[config.mk]
export PLATFORM = sky130hd
export DESIGN_NAME = alu_exec_stage
export DESIGN_NICKNAME = d
export VERILOG_FILES = /design/src/rtl/alu_defs_pkg.sv /design/src/rtl/seq_multiplier.sv /design/src/rtl/alu_exec_stage.sv
export SDC_FILE = /design/constraint.sdc
export NUM_CORES = 1
export LEC_CHECK = 0
export ABC_AREA = 1
export CAP_MARGIN = 10
export CORE_AREA = 10 10 174 176
export CTS_CLUSTER_SIZE = 12
export DETAILED_ROUTE_END_ITERATION = 8
export DIE_AREA = 0 0 184 186
export PLACE_DENSITY = 0.78
export SYNTH_ARGS = -nofsm -noshare
export SYNTH_HDL_FRONTEND = slang
export SYNTH_SLANG_ARGS = --single-unit
[constraint.sdc]
create_clock -name clk -period 7.34 [get_ports clk]
set_clock_uncertainty 0.05 [all_clocks]
set_input_delay 2.202 -clock clk [delete_from_list [all_inputs] [get_ports clk]]
set_output_delay 2.202 -clock clk [all_outputs]
set_load 0.01 [all_outputs]
[src/rtl/alu_defs_pkg.sv]
// Shared ALU definitions: op encodings, execute-stage FSM states and NZCV flag bit positions.
package alu_defs;

    localparam logic [2:0] AND_      = 3'b000;
    localparam logic [2:0] OR_       = 3'b001;
    localparam logic [2:0] MOV_      = 3'b010;
    localparam logic [2:0] ARITH_ADD = 3'b011;
    localparam logic [2:0] ARITH_SUB = 3'b100;
    localparam logic [2:0] ARITH_MUL = 3'b101;

    typedef enum logic [1:0] {EX_IDLE, EX_MUL, EX_DONE} ex_state_t;

    localparam int FLAG_N = 3;
    localparam int FLAG_Z = 2;
    localparam int FLAG_C = 1;
    localparam int FLAG_V = 0;

endpackage

[src/rtl/seq_multiplier.sv]
// Iterative shift-add multiplier: one partial product per cycle, early exit once the multiplier is exhausted.
module seq_multiplier #(
    parameter int WIDTH = 32
) (
    input  logic             clk,
    input  logic             reset,
    input  logic             start,
    input  logic [WIDTH-1:0] a,
    input  logic [WIDTH-1:0] b,
    output logic             done,
    output logic [WIDTH-1:0] product
);

    localparam int CW = $clog2(WIDTH + 1);

    logic [WIDTH-1:0] mcand_q, mcand_d;
    logic [WIDTH-1:0] mult_q, mult_d;
    logic [WIDTH-1:0] acc_q, acc_d;
    logic [CW-1:0]    count_q, count_d;
    logic             run_q, run_d;

    // done is combinational so the stage leaves MUL on the same edge the last iteration lands.
    assign done    = run_q & ((mult_q == '0) | (count_q == '0));
    assign product = acc_q;

    always_comb begin
        // NOTE: every output gets a default first, so no path through the branches infers a latch.
        mcand_d = mcand_q;
        mult_d  = mult_q;
        acc_d   = acc_q;
        count_d = count_q;
        run_d   = run_q;
        if (start) begin
            mcand_d = a;
            mult_d  = b;
            acc_d   = '0;
            count_d = CW'(WIDTH);
            run_d   = 1'b1;
        end else if (done) begin
            run_d = 1'b0;
        end else if (run_q) begin
            if (mult_q[0]) acc_d = acc_q + mcand_q;
            mcand_d = mcand_q << 1;
            mult_d  = mult_q >> 1;
            count_d = count_q - CW'(1);
        end
    end

    always_ff @(posedge clk or posedge reset) begin
        // NOTE: non-blocking assignments so every register samples pre-edge values.
        if (reset) begin
            mcand_q <= '0;
            mult_q  <= '0;
            acc_q   <= '0;
            count_q <= '0;
            run_q   <= 1'b0;
        end else begin
            mcand_q <= mcand_d;
            mult_q  <= mult_d;
            acc_q   <= acc_d;
            count_q <= count_d;
            run_q   <= run_d;
        end
    end

endmodule

[src/rtl/alu_exec_stage.sv]
// Execute stage: single-cycle logic/add/sub ops, iterative MUL, valid/ready on both sides, registered NZCV.
module alu_exec_stage #(
    parameter int WIDTH = 32
) (
    input  logic             clk,
    input  logic             reset,
    input  logic             in_valid,
    output logic             in_ready,
    input  logic [2:0]       alu_ctrl,
    input  logic [WIDTH-1:0] src_a,
    input  logic [WIDTH-1:0] src_b,
    output logic             out_valid,
    input  logic             out_ready,
    output logic [WIDTH-1:0] result,
    output logic [3:0]       flags,
    output logic             busy
);

    import alu_defs::*;

    localparam int MSB = WIDTH - 1;

    ex_state_t        state_q, state_d;
    logic [WIDTH-1:0] result_q, result_d;
    logic [3:0]       flags_q, flags_d;
    logic             out_valid_q, out_valid_d;

    logic             fire_in, fire_out, mul_start, mul_done;
    logic [WIDTH-1:0] mul_product;
    logic [WIDTH:0]   sum;
    logic [WIDTH-1:0] alu_res;
    logic             alu_c, alu_v;

    function automatic logic [3:0] pack_flags(logic [WIDTH-1:0] res, logic c, logic v);
        logic [3:0] f;
        f[FLAG_N] = res[MSB];
        f[FLAG_Z] = (res == '0);
        f[FLAG_C] = c;
        f[FLAG_V] = v;
        return f;
    endfunction

    assign in_ready  = ~reset & (state_q == EX_IDLE) & (~out_valid_q | out_ready);
    assign fire_in   = in_valid & in_ready;
    assign fire_out  = out_valid_q & out_ready;
    assign mul_start = fire_in & (alu_ctrl == ARITH_MUL);

    assign out_valid = out_valid_q;
    assign result    = result_q;
    assign flags     = flags_q;
    assign busy      = (state_q == EX_MUL);

    seq_multiplier #(.WIDTH(WIDTH)) u_mul (
        .clk     (clk),
        .reset   (reset),
        .start   (mul_start),
        .a       (src_a),
        .b       (src_b),
        .done    (mul_done),
        .product (mul_product)
    );

    // Unknown op codes fall to the default: result 0, so Z alone is set.
    always_comb begin
        sum     = '0;
        alu_res = '0;
        alu_c   = 1'b0;
        alu_v   = 1'b0;
        case (alu_ctrl)
            AND_: alu_res = src_a & src_b;
            OR_:  alu_res = src_a | src_b;
            MOV_: alu_res = src_b;
            ARITH_ADD: begin
                sum     = {1'b0, src_a} + {1'b0, src_b};
                alu_res = sum[MSB:0];
                alu_c   = sum[WIDTH];
                alu_v   = (src_a[MSB] == src_b[MSB]) & (alu_res[MSB] != src_a[MSB]);
            end
            ARITH_SUB: begin
                sum     = {1'b0, src_a} - {1'b0, src_b};
                alu_res = sum[MSB:0];
                alu_c   = ~sum[WIDTH];
                alu_v   = (src_a[MSB] != src_b[MSB]) & (alu_res[MSB] != src_a[MSB]);
            end
            default: alu_res = '0;
        endcase
    end

    always_comb begin
        state_d     = state_q;
        result_d    = result_q;
        flags_d     = flags_q;
        out_valid_d = out_valid_q;
        case (state_q)
            EX_IDLE: begin
                if (mul_start) begin
                    state_d     = EX_MUL;
                    out_valid_d = 1'b0;
                end else if (fire_in) begin
                    result_d    = alu_res;
                    flags_d     = pack_flags(alu_res, alu_c, alu_v);
                    out_valid_d = 1'b1;
                end else if (fire_out) begin
                    out_valid_d = 1'b0;
                end
            end
            EX_MUL: begin
                if (mul_done) begin
                    state_d     = EX_DONE;
                    result_d    = mul_product;
                    flags_d     = pack_flags(mul_product, 1'b0, 1'b0);
                    out_valid_d = 1'b1;
                end
            end
            EX_DONE: begin
                if (fire_out) begin
                    state_d     = EX_IDLE;
                    out_valid_d = 1'b0;
                end
            end
            default: state_d = EX_IDLE;
        endcase
    end

    always_ff @(posedge clk or posedge reset) begin
        if (reset) begin
            state_q     <= EX_IDLE;
            result_q    <= '0;
            flags_q     <= '0;
            out_valid_q <= 1'b0;
        end else begin
            state_q     <= state_d;
            result_q    <= result_d;
            flags_q     <= flags_d;
            out_valid_q <= out_valid_d;
        end
    end

endmodule

==> results of run 1 <==
## area by class of cell
type,count,area share (%)
multi-input combinational,1673,55.0
sequential,141,21.6
clock buffer,18,2.63
tap,341,2.62
inverter,415,9.58
timing repair buffer,122,7.29
clock inverter,14,1.27
## critical path, stage by stage
cell and delay [ns]:
clkdlybuf4s50_1 0.44, clkinvlp_4 0.09, nand2_1 0.05, nor2_1 0.14
clkdlybuf4s50_1 0.56
## power breakdown
part	internal, mW	switching (mW)
Sequential	1.07	0.230
Clock	0.577	0.370
Combinational	0.798	1.53
## registers in the layout, indices dropped and copies added (netlist names)
| name | count |
|---|---|
| flags | 3 |
| result | 32 |
| out_valid | 1 |
| u_mul.mcand_q | 32 |
| u_mul.count_q | 6 |
| state_q | 2 |
| u_mul.product | 32 |
| u_mul.run_q | 1 |
| u_mul.mult_q | 32 |
## placed cells by master (no fill, tap or decap), types with 13 or more instances in the layout
cell type        instances
nand3_1                153
a22oi_1                 30
clkbuf_16               17
ha_1                   140
o22ai_1                 43
nor2_1                 215
o21ai_0                108
nor3_1                  24
inv_1                  407
o221ai_1                34
a21oi_1                172
buf_4                   13
clkdlybuf4s50_1        109
nand2_1                619
nand4_1                 35
dfrtp_1                141
## worst max-delay path by stage
stage               start                 to  slack [ns]  cells past startpoint
finish              reset           in_ready        1.60                      5
CTS                 reset           in_ready        1.59                      5
global route        reset  u_mul.product[24]        1.52                     14
floorplan           reset           in_ready        0.61                      3
detailed placement  reset  u_mul.product[17]        1.41                     14
global placement    reset  u_mul.product[24]        1.45                     14
## layer usage
layer  GRT usage [%]  vias up  wire length (um)
li1                -     7565                 -
met1            42.5     7454             23200
met2            53.0      858             25900
met3            4.82      110              5410
met4            14.2        0              2430
met5               0        -                 0
## cell families (layout without fill, tap and decap cells)
group / after synthesis / after routing / share of synthesized area, %
AOI/OAI and AO/OA: 432 / 432 / 17.4
xor gates and xnor gates: 17 / 17 / 1.03
adders and majority gates: 143 / 143 / 12.5
buffers and inverters: 492 / 569 / 13.6
and+or+nand+nor: 1081 / 1081 / 31.0
DFF: 141 / 141 / 24.4
## metrics by stage
step / worst slack [ns] / area [um^2] / util, % / hold slack [ns] / std cells
floorplan: 0.608 / 14500 / - / 0.409 / 2306
global placement: 1.45 / 15700 / 58.6 / 0.415 / 2692
detailed placement: 1.41 / 15700 / 58.6 / 0.418 / 2692
CTS: 1.59 / 16300 / 61.0 / 0.431 / 2724
global route: 1.52 / 16300 / 61.0 / 0.453 / 2724
finish: 1.60 / 16300 / 61.0 / 0.435 / 2724
## Yosys cell counts (all sizes together)
cell type / instances
nand2: 623
inv: 415
nor2: 223
a21oi: 174
nand3: 155
dfrtp: 141
ha: 140
o21ai: 117
o22ai: 43
buf: 42
clkbuf: 35
nand4: 35
o221ai: 34
a22oi: 30
nor3: 25
o21bai: 9
xor2: 9
xnor2: 8
nor4: 7
a221oi: 6
a21boi: 4
a31oi: 3
and3: 3
fa: 3
nand3b: 3
o21a: 3
or2: 3
a21o: 2
and2: 2
nor3b: 2
o211ai: 2
o31ai: 2
a31o: 1
a41oi: 1
o211a: 1
==> impl_metrics.csv, run 1 <==
group,metric,value,unit
global_route,gr-total-overflow,0,
critical_path,critical_path_class,"in2out",
detailed_routing,drt_iter0_drc,1929,
global_route,antenna_found_initial,0,
finish,area_growth,12.7,%
critical_path,path_max_fanout,2,
synthesis,synth.largest_area_cell,"dfrtp_1",
sta,hold_violations,0,
global_route,grt_pass1_vias,15335,
sta,slew_viol_final,0,
finish,seqCellArea,3530,um^2
critical_path,r2r-start,"state_q[0]",
synthesis,ys_ff_latch,141,
synthesis,yosysWarningCount,0,
synthesis,yosysTopAreaCellShare,24.4,%
clock_tree,cts_buffer_depth,2,
clock_tree,clk_latency,0.43,ns
detailed_routing,totalWireLength,56900,um
synthesis,syn_avg_cell_area,6.27,um^2
clock_tree,cts_hold_buf,0,
placement,port_buffers,109,
synthesis,syn-cell-area,14500,um^2
worst_hold_path,min_to,"flags[0]",
clock_tree,clock_sinks,141,
sta,period_needed,5.74,ns
synthesis,syn_nets,2520,
synthesis,synth_cell_types,48,
clock_tree,post_cts_buffers,0,
critical_path,start_kind,"primary input",
power_and_ir_drop,power,4.57,mW
detailed_routing,via_per_inst,5.87,
critical_path,reg2reg_slack,3.36,ns
sta,clock.fmax,174,MHz
synthesis,syn-instance-count,2306,
placement,hpwl,44600,um
placement,place_congestion,0.995,
finish,multi_input_area,8970,um^2
detailed_routing,wire_per_inst,20.9,um
worst_hold_path,hp-class,"reg2reg",
worst_hold_path,min_path_cells,2,
finish,drive_gt1_share,3.06,%
clock_tree,cts_resized,0,
power_and_ir_drop,power_density,280,nW/um^2
critical_path,ff2ff_path_depth,14,
detailed_routing,first_pass_iters,7,
power_and_ir_drop,p_leak,8.54,nW
sta,period_share,78.2,%
clock_tree,clockRootBuffer,"clkbuf_16",
critical_path,crit_required,5.09,ns
finish,diodes,0,
die,rows,60,
global_route,grt_pass1_wl,85800,um
clock_tree,tritoncts,"done",
sta,final-setup-viol-count,0,
critical_path,end_kind,"output pin",
die,die-area,34200,um^2
sta,tns,0,ns
clock_tree,htreeDepth,4,
finish,nets,2584,
global_route,grt.total_usage,32.7,%
clock_tree,path_clk_slew,0.06,ns
sta,grt_setup_unrepaired,"false",
detailed_routing,dr_total_vias,15987,
die,pin_count,110,
flow_run,maxCapViolCount,0,
power_and_ir_drop,ir_worst_vdd,0.000280,V
worst_hold_path,holdCritStartpoint,"flags[0]",
detailed_routing,ant_nets,0,
detailed_routing,drc_errors,0,
die,start_util,54.1,%
run_status,status,"complete, no violations",
die,die_x,184,um
die,die_y,186,um
global_route,grt_max_degree,78,
critical_path,arrival,3.49,ns
finish,fillers,2572,
synthesis,netlist_top_cells_area,"dfrtp_1 24%, nand2_1 16%, ha_1 12%, inv_1 11%, a21oi_1 5.9%",
synthesis,yosysSeqAreaShare,24.4,%
die,core,26700,um^2
clock_tree,cts_buffers,17,
sta,maxSlewHeadroom,23.7,%
sta,worstMarginPinSlew,1.14,ns
critical_path,reg2reg_to,"u_mul.product[17]",
Power figures use the tool's default switching activity.
==> run 2, diff against run 1 <==
CORE_AREA = 10 10 166 168   (was 10 10 174 176)
DIE_AREA = 0 0 176 178   (was 0 0 184 186)
PLACE_DENSITY = 0.81   (was 0.78)
clock period = 5.3 ns   (was 7.34 ns; I/O delays follow)
==> impl_metrics.csv, run 2 (synthesized netlist as in run 1, its figures left out) <==
group,metric,value,unit
run_status,status,"complete, no violations",
sta,slew_viol_final,0,
sta,maxSlewHeadroom,15.9,%
detailed_routing,via_per_inst,6.07,
sta,worstMarginPinSlew,1.26,ns
die,die-area,31300,um^2
finish,drive_gt1_share,3.71,%
worst_hold_path,min_path_cells,2,
global_route,gr-total-overflow,0,
critical_path,arrival,5.23,ns
worst_hold_path,holdCritStartpoint,"result[0]",
clock_tree,path_clk_slew,0.07,ns
power_and_ir_drop,p_int,3.42,mW
detailed_routing,ant_nets,0,
clock_tree,clk_latency,0.43,ns
detailed_routing,dr_total_vias,16537,
clock_tree,clockRootBuffer,"clkbuf_16",
finish,layout_common_cells,"619 x nand2_1, 407 x inv_1, 215 x nor2_1",
clock_tree,tritoncts,"done",
critical_path,crit_path_max_incr_delay,0.59,ns
sta,tns,0,ns
power_and_ir_drop,power.switching,2.97,mW
clock_tree,cts_buffers,17,
power_and_ir_drop,ir_worst_vdd,0.000604,V
critical_path,critPathMostFrequentCell,"nand3_1",
detailed_routing,first_pass_iters,7,
die,die_y,178,um
power_and_ir_drop,sequentialPowerShare,27.9,%
critical_path,crit_required,5.60,ns
clock_tree,post_cts_buffers,0,
critical_path,reg2reg_to,"u_mul.product[13]",
critical_path,critPathSlowestCell,"clkdlybuf4s50_1",
power_and_ir_drop,power.share.clock,20.6,%
placement,place_ws,0.157,ns
power_and_ir_drop,power_frac_comb,51.4,%
placement,port_buffers,109,
critical_path,critical_path_class,"in2reg",
placement,hpwl,44800,um
die,die_x,176,um
critical_path,cp_top_family,"simple AND/OR/NAND/NOR gates",
finish,nets,2599,
global_route,grt_pass1_wl,86600,um
clock_tree,cts_hold_buf,0,
critical_path,path_max_fanout,8,
critical_path,reg2reg_slack,1.51,ns
sta,hold_violations,0,
flow_run,maxCapViolCount,0,
die,core,24100,um^2
global_route,grt_pass1_vias,15821,
global_route,antenna_found_initial,1,
finish,area_growth,13.4,%
critical_path,cp.depth,17,
critical_path,start_kind,"primary input",
clock_tree,cts_resized,0,
die,start_util,60.0,%
detailed_routing,wire_per_inst,20.9,um
power_and_ir_drop,power,6.39,mW
detailed_routing,drc_errors,0,
die,rows,57,
sta,setup_ws,0.372,ns
clock_tree,clock_sinks,141,
worst_hold_path,min_to,"result[0]",
sta,final-setup-viol-count,0,
critical_path,path_cells,"clkdlybuf4s50_1, inv_1, ha_1, inv_1, a21oi_1, nor2_1, o21ai_1, nand3_1, nand2_1, nand3_1, nand3_1, nand3_1, nor2_1, nand2_1, nor2_1, nand2_1, a21oi_1",
clock_tree,htreeDepth,4,
global_route,grt.total_usage,35.2,%
detailed_routing,drt_iter0_drc,2306,
die,pin_count,110,
critical_path,path_buf_inv,3,
power_and_ir_drop,power_density,389,nW/um^2
sta,clock.fmax,203,MHz
sta,period_share,93.0,%
finish,final_util,68.1,%
detailed_routing,totalWireLength,56800,um
power_and_ir_drop,p_sw_share,46.6,%
sta,fin_hold_ws,0.439,ns
sta,period_needed,4.93,ns
power_and_ir_drop,p_leak,8.64,nW
placement,place_congestion,1.07,
critical_path,r2r-start,"state_q[0]",
critical_path,end_kind,"register",
global_route,grt_max_degree,77,
finish,final_common_cell,"nand2_1",
sta,grt_setup_unrepaired,"false",
worst_hold_path,hp-class,"reg2reg",
critical_path,ff2ff_path_depth,13,
clock_tree,cts_buffer_depth,2,
run 2: cell count changes in the layout (fill, tap and decap cells not counted), sizes merged:
| cell | before | now |
|---|---|---|
| buf | 13 | 28 |
| diode | 0 | 1 |
| clkinv | 1 | 4 |
| clkinvlp | 4 | 1 |
run 2: worst max path at each step:
stage / startpoint / to
floorplan: reset / in_ready
global placement: src_a[6] / flags[2]
detailed placement: src_a[6] / flags[2]
CTS: src_a[6] / flags[2]
global route: src_a[6] / flags[2]
finish: src_a[6] / flags[2]
run 2: final cells by class:
cell class,instances,area (um^2)
Multi-Input combinational cell,1673,8970
Fill cell,2213,7700
Sequential cell,141,3530
Inverter,415,1560
Timing Repair Buffer,137,1300
Clock buffer,18,439
Tap cell,324,405
Clock inverter,14,205
Antenna cell,1,2.50
run 2: metrics by stage:
stage | std cells | area [um^2]
floorplan | 2306 | 14500
global placement | 2690 | 15800
detailed placement | 2690 | 15800
CTS | 2722 | 16400
global route | 2723 | 16400
finish | 2723 | 16400
run 2: power by group through the flow:
stage | registers [mW] | logic [mW] | clock network (mW)
global placement | 1.77 | 3.07 | 0
CTS | 1.77 | 3.19 | 1.32
detailed placement | 1.78 | 3.15 | 0
global route | 1.81 | 3.58 | 1.36
floorplan | 1.75 | 1.96 | 0
finish | 1.79 | 3.28 | 1.32
run 2: routing by layer:
metal  vias up  part of all wire, %  GRT usage, %
met5         -                    0             0
met4         0                  5.1          16.6
met3       179                   11          7.44
met2      1085                   45          56.3
met1      7673                   39          44.7
li1       7600                    -             -
run 2: worst reg2reg max path: cells and delay by family (launching register included):
kind	cells	cell delay [ns]
simple gates	6	1.56
buf+inv	3	0.91
compound gates	3	0.52
flops	1	0.37
fa+ha+maj	1	0.28
